--- src/rtl/virtio_avail_notify_tracker.sv ---
// Virtqueue front end: records queue-notify doorbells, fetches each notified
// queue's avail ring idx field and publishes per-queue "ring available" flags.
module virtio_avail_notify_tracker #(
   parameter int unsigned NUM_QUEUES = 3,
   parameter int unsigned ADDR_W     = 64
) (
   input  logic                         clk,
   input  logic                         csr_rst,
   input  logic [NUM_QUEUES-1:0]        queue_enable,
   input  logic [NUM_QUEUES*ADDR_W-1:0] avail_base,
   input  logic                         notify_valid,
   input  logic [1:0]                   notify_queue,
   output logic                         rd_req_valid,
   input  logic                         rd_req_ready,
   output logic [ADDR_W-1:0]            rd_req_addr,
   input  logic                         rd_resp_valid,
   input  logic [15:0]                  rd_resp_data,
   input  logic [NUM_QUEUES-1:0]        ring_available_clr,
   output logic [NUM_QUEUES-1:0]        queue_notify_pending,
   output logic [NUM_QUEUES-1:0]        ring_available_pending,
   output logic [NUM_QUEUES*16-1:0]     next_avail_idx,
   output logic                         busy
);

   localparam int unsigned QW    = 2;
   localparam int unsigned IDX_W = 16;

   typedef enum logic [1:0] {IDLE, REQ, WAIT} state_t;

   state_t                 state;
   logic [QW-1:0]          cur_q;
   logic [QW-1:0]          rr_ptr;
   logic [QW-1:0]          rr_next;
   logic [NUM_QUEUES-1:0]  notify_set;
   logic [NUM_QUEUES-1:0]  notify_clr;
   logic [NUM_QUEUES-1:0]  avail_set;
   logic                   pick_valid;
   logic [QW-1:0]          pick_q;
   logic [ADDR_W-1:0]      pick_addr;
   logic [QW-1:0]          cand_q;
   logic [IDX_W-1:0]       cur_idx;

   // Doorbell decode: only in-range, enabled queues record a notify
   always_comb begin
      notify_set = '0;
      for (int q = 0; q < int'(NUM_QUEUES); q++) begin
         if (notify_valid && notify_queue == QW'(q) && queue_enable[q])
            notify_set[q] = 1'b1;
      end
   end

   // Round-robin pick of the next pending queue, starting at rr_ptr
   always_comb begin
      pick_valid = 1'b0;
      pick_q     = '0;
      pick_addr  = '0;
      cand_q     = '0;
      for (int i = 0; i < int'(NUM_QUEUES); i++) begin
         cand_q = QW'((int'(rr_ptr) + i) % int'(NUM_QUEUES));
         for (int q = 0; q < int'(NUM_QUEUES); q++) begin
            if (!pick_valid && cand_q == QW'(q) && queue_notify_pending[q]) begin
               pick_valid = 1'b1;
               pick_q     = QW'(q);
               pick_addr  = avail_base[q*ADDR_W +: ADDR_W] + ADDR_W'(2);
            end
         end
      end
   end

   // Current-queue index lookup and per-queue set/clear strobes
   always_comb begin
      cur_idx    = '0;
      notify_clr = '0;
      avail_set  = '0;
      for (int q = 0; q < int'(NUM_QUEUES); q++) begin
         if (cur_q == QW'(q)) begin
            cur_idx = next_avail_idx[q*IDX_W +: IDX_W];
            if (state == REQ && rd_req_ready)
               notify_clr[q] = 1'b1;
         end
      end
      for (int q = 0; q < int'(NUM_QUEUES); q++) begin
         if (cur_q == QW'(q) && state == WAIT && rd_resp_valid && rd_resp_data != cur_idx)
            avail_set[q] = 1'b1;
      end
      rr_next = (cur_q == QW'(NUM_QUEUES - 1)) ? '0 : cur_q + QW'(1);
   end

   // Pending flags, index store and the IDLE/REQ/WAIT fetch sequencer
   always_ff @(posedge clk) begin
      if (csr_rst) begin
         state                  <= IDLE;
         cur_q                  <= '0;
         rr_ptr                 <= '0;
         rd_req_valid           <= 1'b0;
         rd_req_addr            <= '0;
         queue_notify_pending   <= '0;
         ring_available_pending <= '0;
         next_avail_idx         <= '0;
         busy                   <= 1'b0;
      end else begin
         queue_notify_pending   <= (queue_notify_pending & ~notify_clr) | notify_set;
         ring_available_pending <= (ring_available_pending & ~ring_available_clr) | avail_set;
         for (int q = 0; q < int'(NUM_QUEUES); q++) begin
            if (avail_set[q])
               next_avail_idx[q*IDX_W +: IDX_W] <= rd_resp_data;
         end
         case (state)
            IDLE: begin
               if (pick_valid) begin
                  cur_q        <= pick_q;
                  rd_req_addr  <= pick_addr;
                  rd_req_valid <= 1'b1;
                  busy         <= 1'b1;
                  state        <= REQ;
               end
            end
            REQ: begin
               if (rd_req_ready) begin
                  rd_req_valid <= 1'b0;
                  state        <= WAIT;
               end
            end
            WAIT: begin
               if (rd_resp_valid) begin
                  rr_ptr <= rr_next;
                  busy   <= 1'b0;
                  state  <= IDLE;
               end
            end
            default: begin
               rd_req_valid <= 1'b0;
               busy         <= 1'b0;
               state        <= IDLE;
            end
         endcase
      end
   end

endmodule

--- config.mk ---
export PLATFORM = sky130hd
export DESIGN_NAME = virtio_avail_notify_tracker
export DESIGN_NICKNAME = d
export VERILOG_FILES = /design/src/rtl/virtio_avail_notify_tracker.sv
export SDC_FILE = /design/constraint.sdc
export NUM_CORES = 1
export LEC_CHECK = 0
export BUFFER_PORTS_ARGS = -buffer_cell sky130_fd_sc_hd__buf_2
export CELL_PAD_IN_SITES_DETAIL_PLACEMENT = 0
export CELL_PAD_IN_SITES_GLOBAL_PLACEMENT = 1
export CORE_AREA = 2 2 178 162
export DETAILED_ROUTE_END_ITERATION = 10
export DIE_AREA = 0 0 180 164
export PLACE_DENSITY_LB_ADDON = 0.1
export SETUP_SLACK_MARGIN = 0.5
export SLEW_MARGIN = 20
export SYNTH_ARGS = -nofsm -noshare
export SYNTH_HDL_FRONTEND = slang
export SYNTH_SLANG_ARGS = --single-unit
--- constraint.sdc ---
create_clock -name clk -period 7.9 [get_ports clk]
set_clock_uncertainty 0.15 [all_clocks]
set_input_delay 1.58 -clock clk [delete_from_list [all_inputs] [get_ports clk]]
set_output_delay 1.58 -clock clk [all_outputs]
set_load 0.01 [all_outputs]
== Yosys cells after proc, flatten, opt, wreduce, memory -nomap -nowiden ==
Index checks and enable logic that the tools add are counted.

* Div/mod/pow operators: 3
* Mux-type cells: 49
* Reduce and logical (&&, ||, !) cells: 52
* Bitwise logic cells: 8
* $add $sub $neg: 6
* Eq/ne operators: 16

{| class="wikitable"
|+ Operators by type and width
! cell !! number
|-
| $mux W64 || 9
|-
| $add A64 B2 Y64 const B || 3
|-
| $mod A32 B3 Y32 const B || 2
|-
| $mux W16 || 3
|-
| $logic_and A1 B1 Y1 || 33
|-
| $mod A3 B3 Y32 const B || 1
|-
| $mux W1 || 23
|-
| $mux W2 || 11
|-
| $ne A16 B16 Y1 || 1
|-
| $eq A2 B1 Y1 const B || 6
|-
| $eq A2 B2 Y1 const B || 6
|-
| $logic_not A2 Y1 || 6
|-
| $reduce_and A3 Y1 || 3
|-
| $logic_not A1 Y1 || 8
|-
| $and A3 B3 Y3 || 2
|-
| $ne A2 B2 Y1 const B || 3
|-
| $not A3 Y3 || 2
|-
| $or A3 B3 Y3 || 2
|-
| $pmux W1 S3 || 2
|-
| $pmux W2 S3 || 1
|-
| $reduce_and A2 Y1 || 2
|-
| $add A2 B1 Y3 const B || 1
|-
| $add A2 B2 Y3 const B || 1
|-
| $add A2 B1 Y2 const B || 1
|-
| $not A1 Y1 || 2
|}

* Output and inout bits: 120
* Bits in registers: 126
* Logic and storage cells: 145

== Depth between registers and ports, before layout ==
Gate-level depths: netlist (run 1).

* Depth after elaboration: 38
* Depth in mapped cells: 13
* Depth with buffers taken out: 10

== Worst setup path before layout (run 1) ==
Ideal clock, no wire load.

* Path type: input to register
* Start point: input avail_base[65]
* End point: register rd_req_addr[55]
* Path buffers: 1
* Arrival time: 3550 ps
* Library setup time: 126 ps
* Setup slack: 4074 ps
* Required time: 7624 ps
* Cell stages on the path: 10
* Path through: ha_1 > and2_2 > nand4_4 > or4_4 > buf_6 > nor2_1 > xnor2_1 > a22oi_1 > a211oi_1 > o31ai_2

* Longest elaborated chain between the ends: 9

{| class="wikitable"
|+ RTL lines
! item !! RTL line !! source
|-
| start: declaration || 10 || <nowiki>input logic [NUM_QUEUES*ADDR_W-1:0] avail_base,</nowiki>
|-
| $add A64 B2 Y64 (*) || 64 || <nowiki>pick_addr = avail_base[q*ADDR_W +: ADDR_W] + ADDR_W'(2);</nowiki>
|-
| $mux W64 (6 in series) || 61 || <nowiki>if (!pick_valid && cand_q == QW'(q) && queue_notify_pending[q]) begin</nowiki>
|-
| $mux W64 (*) (2 in series) || 61 ||
|-
| end signal: assignment || 112 || <nowiki>rd_req_addr <= pick_addr;</nowiki>
|-
| end: declaration || 15 || <nowiki>output logic [ADDR_W-1:0] rd_req_addr,</nowiki>
|}

Every way passes the cells marked *; elsewhere a longest branch is shown, timed or not.
A chain may end at the register's enable or synchronous reset.

== Worst setup path in the final report (run 1) ==
* Start point: register rr_ptr[0]
* End point: register rd_req_addr[22]

* Longest elaborated chain between the ends: 37
* Elaborated cells between the ends (all ways): 58
* Classes of those cells: add/sub: 2; div: 3; eq/ne: 6; mux: 18; reduce/logical: 29

{| class="wikitable"
|+ RTL lines
! item !! RTL line !! source
|-
| start: declaration || 32 || <nowiki>logic [QW-1:0] rr_ptr;</nowiki>
|-
| start signal: assignment || 126 || <nowiki>rr_ptr <= rr_next;</nowiki>
|-
| branches (longest 37 deep; another with $mod A32 B3 Y32) || -- ||
|}

Parallel ways; which one is timed is not known.

==> reports/results.txt, run 1 <==
Hold Path Cell Cnt - 2
critical path capture point type - register
global routing usage summed across all routing layers - 0.3233
DP HPWL - 37.67 mm
H-tree depth - 4
kind of critical path - register to register
Critical Path Slowest Stage Cell - nand3_1
placer congestion estimate - 0.9548
result of the run - complete, no violations
unrepaired setup endpoints after global routing - no
nets@finish - 1977
Worst-Skew Late Latency - 0.43 ns
slew at the pin closest to its max-slew limit - 1.269 ns
cell depth of the worst flop-to-flop path - 9
area delta synth->final - 23.49%
pin count of the biggest net entering global routing - 75
destination of the worst hold path - rd_req_addr[24]
share of Yosys cell area claimed by the top area cell type - 0.2311
x dimension of the die - 180 µm
power density over the cells - 145.2 nW/µm²
final-layout fill cell count - 2851
height of the chip - 164 µm
register-to-register setup slack - 3.47 ns
placeable core region - 27650 µm²
dominant cell type by count on the critical path - nand3_1
final hold violation count - 0
max-cap violations - 0
Clock Pin Slew Worst Setup and Hold Paths - 0.07 ns
Tcrit/Tclk final - 0.5603
CTS tree - yes
Remaining DRCs - 0
leakage dissipation - 5.236 nW
most frequent cell after synthesis - nor2_1
synthesized netlist cell count - 1451
critical path cell sequence - inv_1 > ha_1 > o21ai_1 > nand3_1 > nand3_1 > nor2_1 > a22oi_1 > o211ai_1 > a21oi_1
Sum Neg Setup Slack - 0 ns
startpoint type of the worst setup path - register
total clock sinks - 126
launching point of the worst reg2reg path - rr_ptr[0]
Netlist Area Pre-Place - 10920 µm²
data arrival at the endpoint of the critical path - 4.59 ns
Max Transition Viols Final - 0
delay-heaviest family, CP - simple AND/OR/NAND/NOR gates
time the worst path needs with I/O delays and setup - 4.426 ns
wire length of the first global-routing pass - 72.64 mm
critical register-to-register path endpoint - rd_req_addr[22]
clock root buffer - clkbuf_16
data required time at the worst endpoint - 8.06 ns
I/O pin count - 341
ANT nets after route - 0
synthesized netlist net count - 1678
IO Port Bufs - 340
Largest stage delay, worst path - 1.08 ns
#FFs+latches synth - 126
Max transition margin - 0.1519
DR vias - 13056
hold wc startpoint - rd_req_addr[24]
die footprint - 29520 µm²
setup fix buffers added after clock tree synthesis - 0
Avg Cell Area, Syn - 7.523 µm²
Max FO, Critical Path - 16
post-cts hold buffer count - 0
number of warnings printed during yosys synthesis - 0
vias per inst - 6.132
number of global-route vias before repair - 11800
total overflow reported by the global router - 0
effective utilization at floorplan - 0.3948
quantity of gates resized following cts - 0
Achievable Freq - 0.2259 GHz
fraction of layout cells with a size suffix above 1 - 0.2469
share of synthesized flip-flops with an asynchronous set or reset - 0
top flip-flop cell by instance count after synthesis - dfxtp_1
number of buffers between clock root and the deepest sink - 2
CTS buffer count - 17
number of antenna violations at the first check in global routing - 9
part of the Yosys area used for sequential elements - 0.2311
Min-Delay Path Class - register to register
Detailed Routing Iterations Pass 1 - 6
detailed-route wire length - 49.99 mm
final setup vio count - 0
average wire length per cell after detail routing - 23.48 µm
top cell types by occurrence after synthesis - nor2_1 (169), nand2_1 (127), dfxtp_1 (126)
largest cells by area after synthesis - dfxtp_1 (23%), xor2_1 (8.1%), xnor2_1 (7.1%)
number of synthesized flops with an enable pin - 0
CP Buf/Inv Count - 1
number of core rows - 58
Worst IR Drop VDD - 0.1399 mV
post-synth cell types - 77
cell type contributing the most total cell area after synthesis - dfxtp_1
core occupancy in the finished layout - 0.4875
number of DRC violations after detailed-routing iteration 0 - 1524
-- worst max path at each step --
stage,from,endpoint,depth (start not counted)
floorplan,avail_base[65],rd_req_addr[55],10
global placement,avail_base[142],rd_req_addr[36],9
detailed placement,avail_base[142],rd_req_addr[36],9
CTS,rr_ptr[0],rd_req_addr[22],10
global route,avail_base[142],rd_req_addr[38],9
finish,rr_ptr[0],rd_req_addr[22],9
-- tightest hold or removal path, cell delays in order, from the launching register on --
cell,delay (ns)
dfxtp_1,0.32
nand2_1,0.05
nand2_1,0.04
-- state kept, by name, indices dropped and copies added (netlist names) --
signal	count
rd_req_addr	64
next_avail_idx	48
queue_notify_pending	3
ring_available_pending	3
cur_q	2
rr_ptr	2
state	2
busy	1
rd_req_valid	1
-- routing by layer --
metal  global-route usage  vias to the layer above  part of all wire
met2               0.4896                      763              0.43
met5                    0                        -           0.00054
met1               0.4481                     6180              0.43
met3              0.06253                      113             0.097
met4               0.1378                        4             0.040
li1                     -                     5996                 -
-- final cells by class --
cell class	count	area, µm²	area share
repair buffers	362	1869	0.1387
clock inverters	14	180.2	0.01337
inverters	26	97.59	0.007240
multi-input cells	1217	7916	0.5873
flip-flops and latches	126	2522	0.1871
diodes	7	17.52	0.001300
clock buffers	17	425.4	0.03156
well taps	360	450.4	0.03342
-- per-stage QoR --
stage	hold slack (ns)	total power [mW]	setup slack (ns)	area, µm²	instances
floorplan	0.3125	0.8937	4.074	10920	1451
global placement	0.2876	1.094	3.295	12860	2091
detailed placement	0.2789	1.095	3.211	12860	2091
CTS	0.2980	1.958	3.574	13460	2122
global route	0.3207	2.015	3.277	13470	2126
finish	0.2998	1.957	3.474	13480	2129
-- power breakdown --
group          internal (mW)  switching [mW]  total [mW]
clock network          0.502           0.363       0.865
logic                  0.151           0.268       0.420
registers              0.656          0.0161       0.672
-- cell families (layout without fill, tap and decap cells) --
group,Yosys count,after routing,synth area share
AND/OR/NAND/NOR,624,624,0.2939
AO/OA/AOI/OAI,332,332,0.2082
XOR/XNOR,190,190,0.1525
flip-flops,126,126,0.2311
buffers and inverters,108,419,0.04791
multiplexers,65,65,0.05961
adder cells (fa/ha/maj),6,6,0.006877
other,0,7,0
-- cells in the final DEF (no fill, tap or decap), drive strengths merged, types with 53 or more instances in the layout --
cell type  instances
xnor2             89
o21ai             70
nor2             170
nand2            128
xor2             101
nand3             80
buf              362
nand4             66
mux2i             65
dfxtp            126
nor3              53
a21oi             78
No activity file was read; power rests on OpenSTA's default activity.
==> run 2, diff against run 1 <==
--- a/config.mk
+++ b/config.mk
@@ -8,9 +8,9 @@
 export BUFFER_PORTS_ARGS = -buffer_cell sky130_fd_sc_hd__buf_2
 export CELL_PAD_IN_SITES_DETAIL_PLACEMENT = 0
 export CELL_PAD_IN_SITES_GLOBAL_PLACEMENT = 1
-export CORE_AREA = 2 2 178 162
+export CORE_AREA = 2 2 192 175
 export DETAILED_ROUTE_END_ITERATION = 10
-export DIE_AREA = 0 0 180 164
+export DIE_AREA = 0 0 194 177
 export PLACE_DENSITY_LB_ADDON = 0.1
 export SETUP_SLACK_MARGIN = 0.5
 export SLEW_MARGIN = 20
==> constraint.sdc (replaced) <==
create_clock -name clk -period 3.94 [get_ports clk]
set_clock_uncertainty 0.15 [all_clocks]
set_input_delay 0.788 -clock clk [delete_from_list [all_inputs] [get_ports clk]]
set_output_delay 0.788 -clock clk [all_outputs]
set_load 0.01 [all_outputs]
==> reports/results.txt, run 2 (same netlist as run 1, synthesis figures left out) <==
critical path capture point type - register
most frequent standard cell in the layout excluding fill and tap cells - buf_2
clock root buffer - clkbuf_16
Sw Share - 0.3285 (-0.002268)
Min-Delay Path Class - register to register
IO Port Bufs - 340 (unchanged)
Achievable Freq - 0.3043 GHz (+35%)
I/O pin count - 341 (unchanged)
wire length of the first global-routing pass - 78.06 mm (+7.5%)
CTS buffer count - 17 (unchanged)
Largest register FFs - 64 (unchanged)
footprint of the multi-input gates - 7911 µm² (about the same)
switching pwr - 1.237 mW (+91%)
slew at the pin closest to its max-slew limit - 0.8213 ns (-0.4472 ns)
launching point of the worst reg2reg path - rr_ptr[0]
final-layout fill cell count - 3506 (+23%)
Max transition margin - 0.4525 (+0.3005)
H-tree depth - 4 (unchanged)
Area after DPL - 13310 µm² (+3.5%)
Critical Path Slowest Stage Cell - nand3_1
Max Transition Viols Final - 0 (unchanged)
unrepaired setup endpoints after global routing - no
register-to-register setup slack - 0.65 ns (-2.82 ns)
number of core rows - 63 (+8.6%)
Remaining DRCs - 0 (unchanged)
startpoint type of the worst setup path - register
Flop pwr share - 0.360 (+0.017)
Combinational Power Share - 0.230 (+0.015)
final setup vio count - 0 (unchanged)
x dimension of the die - 194 µm (+7.8%)
fraction of layout cells with a size suffix above 1 - 0.2680 (+0.02108)
Worst IR Drop VDD - 0.2955 mV (+110%)
number of buffers between clock root and the deepest sink - 2 (unchanged)
cell internal power dissipation - 2.529 mW (+93%)
data required time at the worst endpoint - 4.12 ns (-3.94 ns)
number of global-route vias before repair - 12200 (+3.4%)
Final Power - 3.766 mW (+92%)
DP HPWL - 41.76 mm (+11%)
number of DRC violations after detailed-routing iteration 0 - 998 (-35%)
placer congestion estimate - 0.9595 (+0.49%)
most frequent cells in the layout - buf_2 (339), nor2_1 (168), nand2_1 (127)
registers with the most flip-flops - rd_req_addr: 64 flops, next_avail_idx: 48 flops
destination of the worst hold path - rd_req_addr[24]
vias per inst - 5.747 (-6.3%)
core occupancy in the finished layout - 0.4272 (-0.06029)
Detailed Routing Iterations Pass 1 - 5 (-1)
pin count of the biggest net entering global routing - 74 (-1.3%)
max-cap violations - 0 (unchanged)
critical register-to-register path endpoint - rd_req_addr[39]
number of antenna violations at the first check in global routing - 7 (-2)
Clock Pin Slew Worst Setup and Hold Paths - 0.07 ns (about the same)
Largest stage delay, worst path - 0.60 ns (-0.48 ns)
average wire length per cell after detail routing - 23.75 µm (+1.1%)
Most flops, register - rd_req_addr
ANT nets after route - 0 (unchanged)
CTS tree - yes
total overflow reported by the global router - 0 (unchanged)
kind of critical path - register to register
post-cts hold buffer count - 0 (unchanged)
cell depth of the worst flop-to-flop path - 10 (+1)
power density over the cells - 271.4 nW/µm² (+87%)
result of the run - complete, no violations
Worst-Skew Late Latency - 0.44 ns (about the same)
placeable core region - 32480 µm² (+17%)
global routing usage summed across all routing layers - 0.3011 (-0.02218)
CP Launch Point - rr_ptr[0]
Tcrit/Tclk final - 0.8340 (+0.2737)
Hold Path Cell Cnt - 2 (unchanged)
hold wc startpoint - rd_req_addr[24]
detailed-route wire length - 53.13 mm (+6.3%)
effective utilization at floorplan - 0.3361 (-0.05868)
nets@finish - 2027 (+2.5%)
time the worst path needs with I/O delays and setup - 3.286 ns (-1.140 ns)
Max FO, Critical Path - 10 (-6)
height of the chip - 177 µm (+7.9%)
data arrival at the endpoint of the critical path - 3.46 ns (-1.13 ns)
die footprint - 34340 µm² (+16%)
leakage dissipation - 5.463 nW (+4.3%)
final hold violation count - 0 (unchanged)
share of total power in the clock network - 0.410 (-0.032)
Sum Neg Setup Slack - 0 ns (unchanged)
area delta synth->final - 27.11%
finished layout cell area - 13870 µm² (+2.9%)
total clock sinks - 126 (unchanged)
DR vias - 12857 (-1.5%)
critical path cell sequence - inv_1 > ha_1 > o21ai_1 > nand3_1 > buf_4 > nand3_1 > buf_4 > o2bb2ai_1 > o21ai_0 > a22o_1
FF+latch area - 2524 µm² (about the same)
==> run 2: cell types whose count changed in the layout (fill, tap and decap cells not counted), sizes merged <==
cell / change
buf: +50
inv: -5
clkbuf: +2
bufinv: -2
diode: -2
clkinv: +3
==> run 2: how the worst max path moves through the flow <==
stage / slack, ns / cells past startpoint / to
after floorplan: 0.91 / 10 / rd_req_addr[55]
after CTS: 0.53 / 10 / rd_req_addr[41]
after global routing: 0.53 / 10 / rd_req_addr[59]
after detailed placement: 0.27 / 9 / rd_req_addr[59]
final: 0.65 / 10 / rd_req_addr[39]
after global placement: 0.36 / 11 / rd_req_addr[33]
==> run 2: layer usage <==
metal	GRT usage	wire, µm	vias up	part of all wire
li1	-	-	6089	-
met5	0	29	-	0.00055
met1	0.4169	23580	6100	0.44
met2	0.4714	23580	583	0.44
met3	0.06098	4597	81	0.087
met4	0.09028	1347	4	0.025
==> run 2: timing repair <==
item	in CTS	in global routing
setup endpoints to repair	0	12
buffers inserted	0	0
resized for setup	0	3
==> run 2: cell type report <==
cell class / instances / area share
inverters: 26 / 0.007034
multi-input cells: 1217 / 0.5702
clock inverters: 10 / 0.006583
flip-flops and latches: 126 / 0.1819
clock buffers: 19 / 0.03264
well taps: 422 / 0.03806
repair buffers: 412 / 0.1627
diodes: 5 / 0.0009018
==> run 2: power groups by stage <==
| stage | registers [mW] | logic [mW] | clock network, mW |
|---|---|---|---|
| after floorplan | 1.38 | 0.410 | 0 |
| after global placement | 1.38 | 0.852 | 0 |
| after detailed placement | 1.38 | 0.852 | 0 |
| after CTS | 1.35 | 0.856 | 1.57 |
| after global routing | 1.36 | 0.937 | 1.62 |
| final | 1.35 | 0.867 | 1.54 |
==> run 2: worst max-delay path: cells and delay by family, from the launching register on <==
kind / cells / cell delay (ns)
compound gates: 4 / 0.80
fa+ha+maj: 1 / 0.37
buf+inv: 3 / 0.73
flops: 1 / 0.37
simple gates: 2 / 0.76
==> run 2: per-stage QoR <==
step                      setup slack (ns)  cells  hold WS (ns)
after floorplan                     0.9061   1451        0.3125
after global routing                0.5285   2233        0.3208
after global placement              0.3650   2203        0.2745
after CTS                           0.5296   2232        0.2932
final                               0.6539   2237        0.2917
after detailed placement            0.2731   2203        0.2850
==> run 3, diff against run 2 <==
==> constraint.sdc (replaced) <==
create_clock -name clk -period 2.8 [get_ports clk]
set_clock_uncertainty 0.15 [all_clocks]
set_input_delay 0.56 -clock clk [delete_from_list [all_inputs] [get_ports clk]]
set_output_delay 0.56 -clock clk [all_outputs]
set_load 0.01 [all_outputs]
==> reports/results.txt, run 3 (same netlist as run 1, synthesis figures left out) <==
CTS buffer count - 17 (unchanged)
Most flops, register - rd_req_addr
finished layout cell area - 19300 µm² (+39%)
DP HPWL - 44.77 mm (+7.2%)
metal1 wirelength - 26.88 mm (+14%)
most frequent standard cell in the layout excluding fill and tap cells - buf_4
Clock Pin Slew Worst Setup and Hold Paths - 0.06 ns (about the same)
I/O pin count - 341 (unchanged)
height of the chip - 177 µm (unchanged)
total length of routed met2 wires - 27.50 mm (+17%)
data required time at the worst endpoint - 2.97 ns (-1.15 ns)
Max FO, Critical Path - 17 (+7)
area delta synth->final - 76.79%
CP Launch Point - cur_q[1]
die footprint - 34340 µm² (unchanged)
Final Non-Filler Cells - 2620 (+17%)
startpoint type of the worst setup path - register
number of antenna violations at the first check in global routing - 5 (-2)
registers with the most flip-flops - rd_req_addr: 64 flops, next_avail_idx: 48 flops
fraction of layout cells with a size suffix above 1 - 0.4897 (+0.2218)
Achievable Freq - 0.3707 GHz (+22%)
final setup vio count - 0 (unchanged)
number of core rows - 63 (unchanged)
placer congestion estimate - 0.9966 (+3.9%)
CTS tree - yes
IO Port Bufs - 340 (unchanged)
ANT nets after route - 0 (unchanged)
Area after DPL - 15700 µm² (+18%)
Largest register FFs - 64 (unchanged)
Tcrit/Tclk final - 0.9635 (+0.1295)
unrepaired setup endpoints after global routing - yes
launching point of the worst reg2reg path - cur_q[1]
x dimension of the die - 194 µm (unchanged)
max-cap violations - 0 (unchanged)
wire length of the first global-routing pass - 88.30 mm (+13%)
H-tree depth - 4 (unchanged)
pin count of the biggest net entering global routing - 96 (+30%)
effective utilization at floorplan - 0.3361 (unchanged)
placeable core region - 32480 µm² (unchanged)
vias per inst - 5.712 (-0.62%)
number of global-route vias before repair - 14221 (+17%)
Max Transition Viols Final - 0 (unchanged)
Largest stage delay, worst path - 0.44 ns (-0.16 ns)
Remaining DRCs - 0 (unchanged)
slew at the pin closest to its max-slew limit - 0.5407 ns (-0.2806 ns)
uppermost layer routed - met4
most frequent cells in the layout - buf_4 (335), buf_2 (333), nor2_1 (147)
Max transition margin - 0.6395 (+0.1870)
critical path cell sequence - buf_12 > mux2i_1 > o2bb2ai_2 > xnor2_1 > nand4_1 > nor4_4 > buf_4 > nor4_2 > buf_12 > mux2i_1 > nor2_1
number of DRC violations after detailed-routing iteration 0 - 1489 (+49%)
result of the run - complete, no violations
DR vias - 14965 (+16%)
data arrival at the endpoint of the critical path - 2.87 ns (-0.59 ns)
detailed-route wire length - 62.11 mm (+17%)
sum of met3 wire segment lengths after detailed routing - 5.487 mm (+19%)
Worst IR Drop VDD - 0.4753 mV (+61%)
Detailed Routing Iterations Pass 1 - 8 (+3)
critical path capture point type - register
kind of critical path - register to register
time the worst path needs with I/O delays and setup - 2.698 ns (-0.5882 ns)
Worst-Skew Late Latency - 0.46 ns (+0.02 ns)
average wire length per cell after detail routing - 23.71 µm (-0.19%)
hold wc startpoint - rd_req_ready
global routing usage summed across all routing layers - 0.3414 (+0.04034)
total overflow reported by the global router - 0 (unchanged)
clock root buffer - clkbuf_16
core occupancy in the finished layout - 0.5942 (+0.1670)
total clock sinks - 126 (unchanged)
Worst Hold Margin - 0.2235 ns (-0.06816 ns)
power density over the cells - 330.6 nW/µm² (+22%)
Min-Delay Path Class - input port to register
total placed cells including tap cells - 2445 (+11%)
final hold violation count - 0 (unchanged)
number of buffers between clock root and the deepest sink - 2 (unchanged)
nets@finish - 2407 (+19%)
Critical Path Slowest Stage Cell - nor4_4
leakage dissipation - 8.187 nW (+50%)
==> run 3: final timing paths <==
kind         cells past startpoint  slack (ns)           endpoint
max                             11        0.10  next_avail_idx[9]
min                              2        0.22           state[0]
max reg2reg                     11        0.10  next_avail_idx[9]
min reg2reg                      2        0.29    rd_req_addr[24]
==> run 3: final cells by class <==
cell class,instances,area [µm²]
tap,422,528.0
antenna,5,12.51
sequential,126,2527
multi-input combinational,1217,9418
fill,3042,13180
clock inverter,12,158.9
timing repair buffer,792,6106
inverter,26,100.1
clock buffer,20,446.7
==> run 3: stage by stage <==
step	setup WS (ns)	power, mW	setup TNS, ns
2_1_floorplan	0.2011	2.568	0
3_3_place_gp	-0.3111	3.379	-3.594
3_5_place_dp	-0.3198	3.383	-4.679
4_1_cts	0.1847	6.150	0
5_1_grt	-0.001917	6.563	-0.003674
6_report	0.1022	6.379	0
==> run 3: critical path: cells and delay by family (launching register included) <==
kind,cells,cell delay [ns]
compound gates,1,0.09
xor+xnor,1,0.17
buf+inv,3,0.55
flops,1,0.37
mux,2,0.41
simple gates,4,0.80
==> run 3: routing by layer <==
layer	GRT usage	vias to the layer above
li1	-	6864
met1	0.4676	7201
met2	0.5255	785
met3	0.07355	115
met4	0.1282	0
met5	0	-
==> run 3: repair_timing <==
item,in CTS,in global routing
cloned,10,3
pin swaps,73,99
resized for setup,168,200
setup endpoints to repair,118,117
buffers inserted,90,35
hold buffers,0,0
==> run 3: report_power, final <==
part           switching, mW  leakage [nW]  internal [mW]  total [mW]
Clock                   1.01         0.292           1.43        2.45
Combinational           1.07          6.87          0.959        2.03
Sequential            0.0497          1.02           1.85        1.90
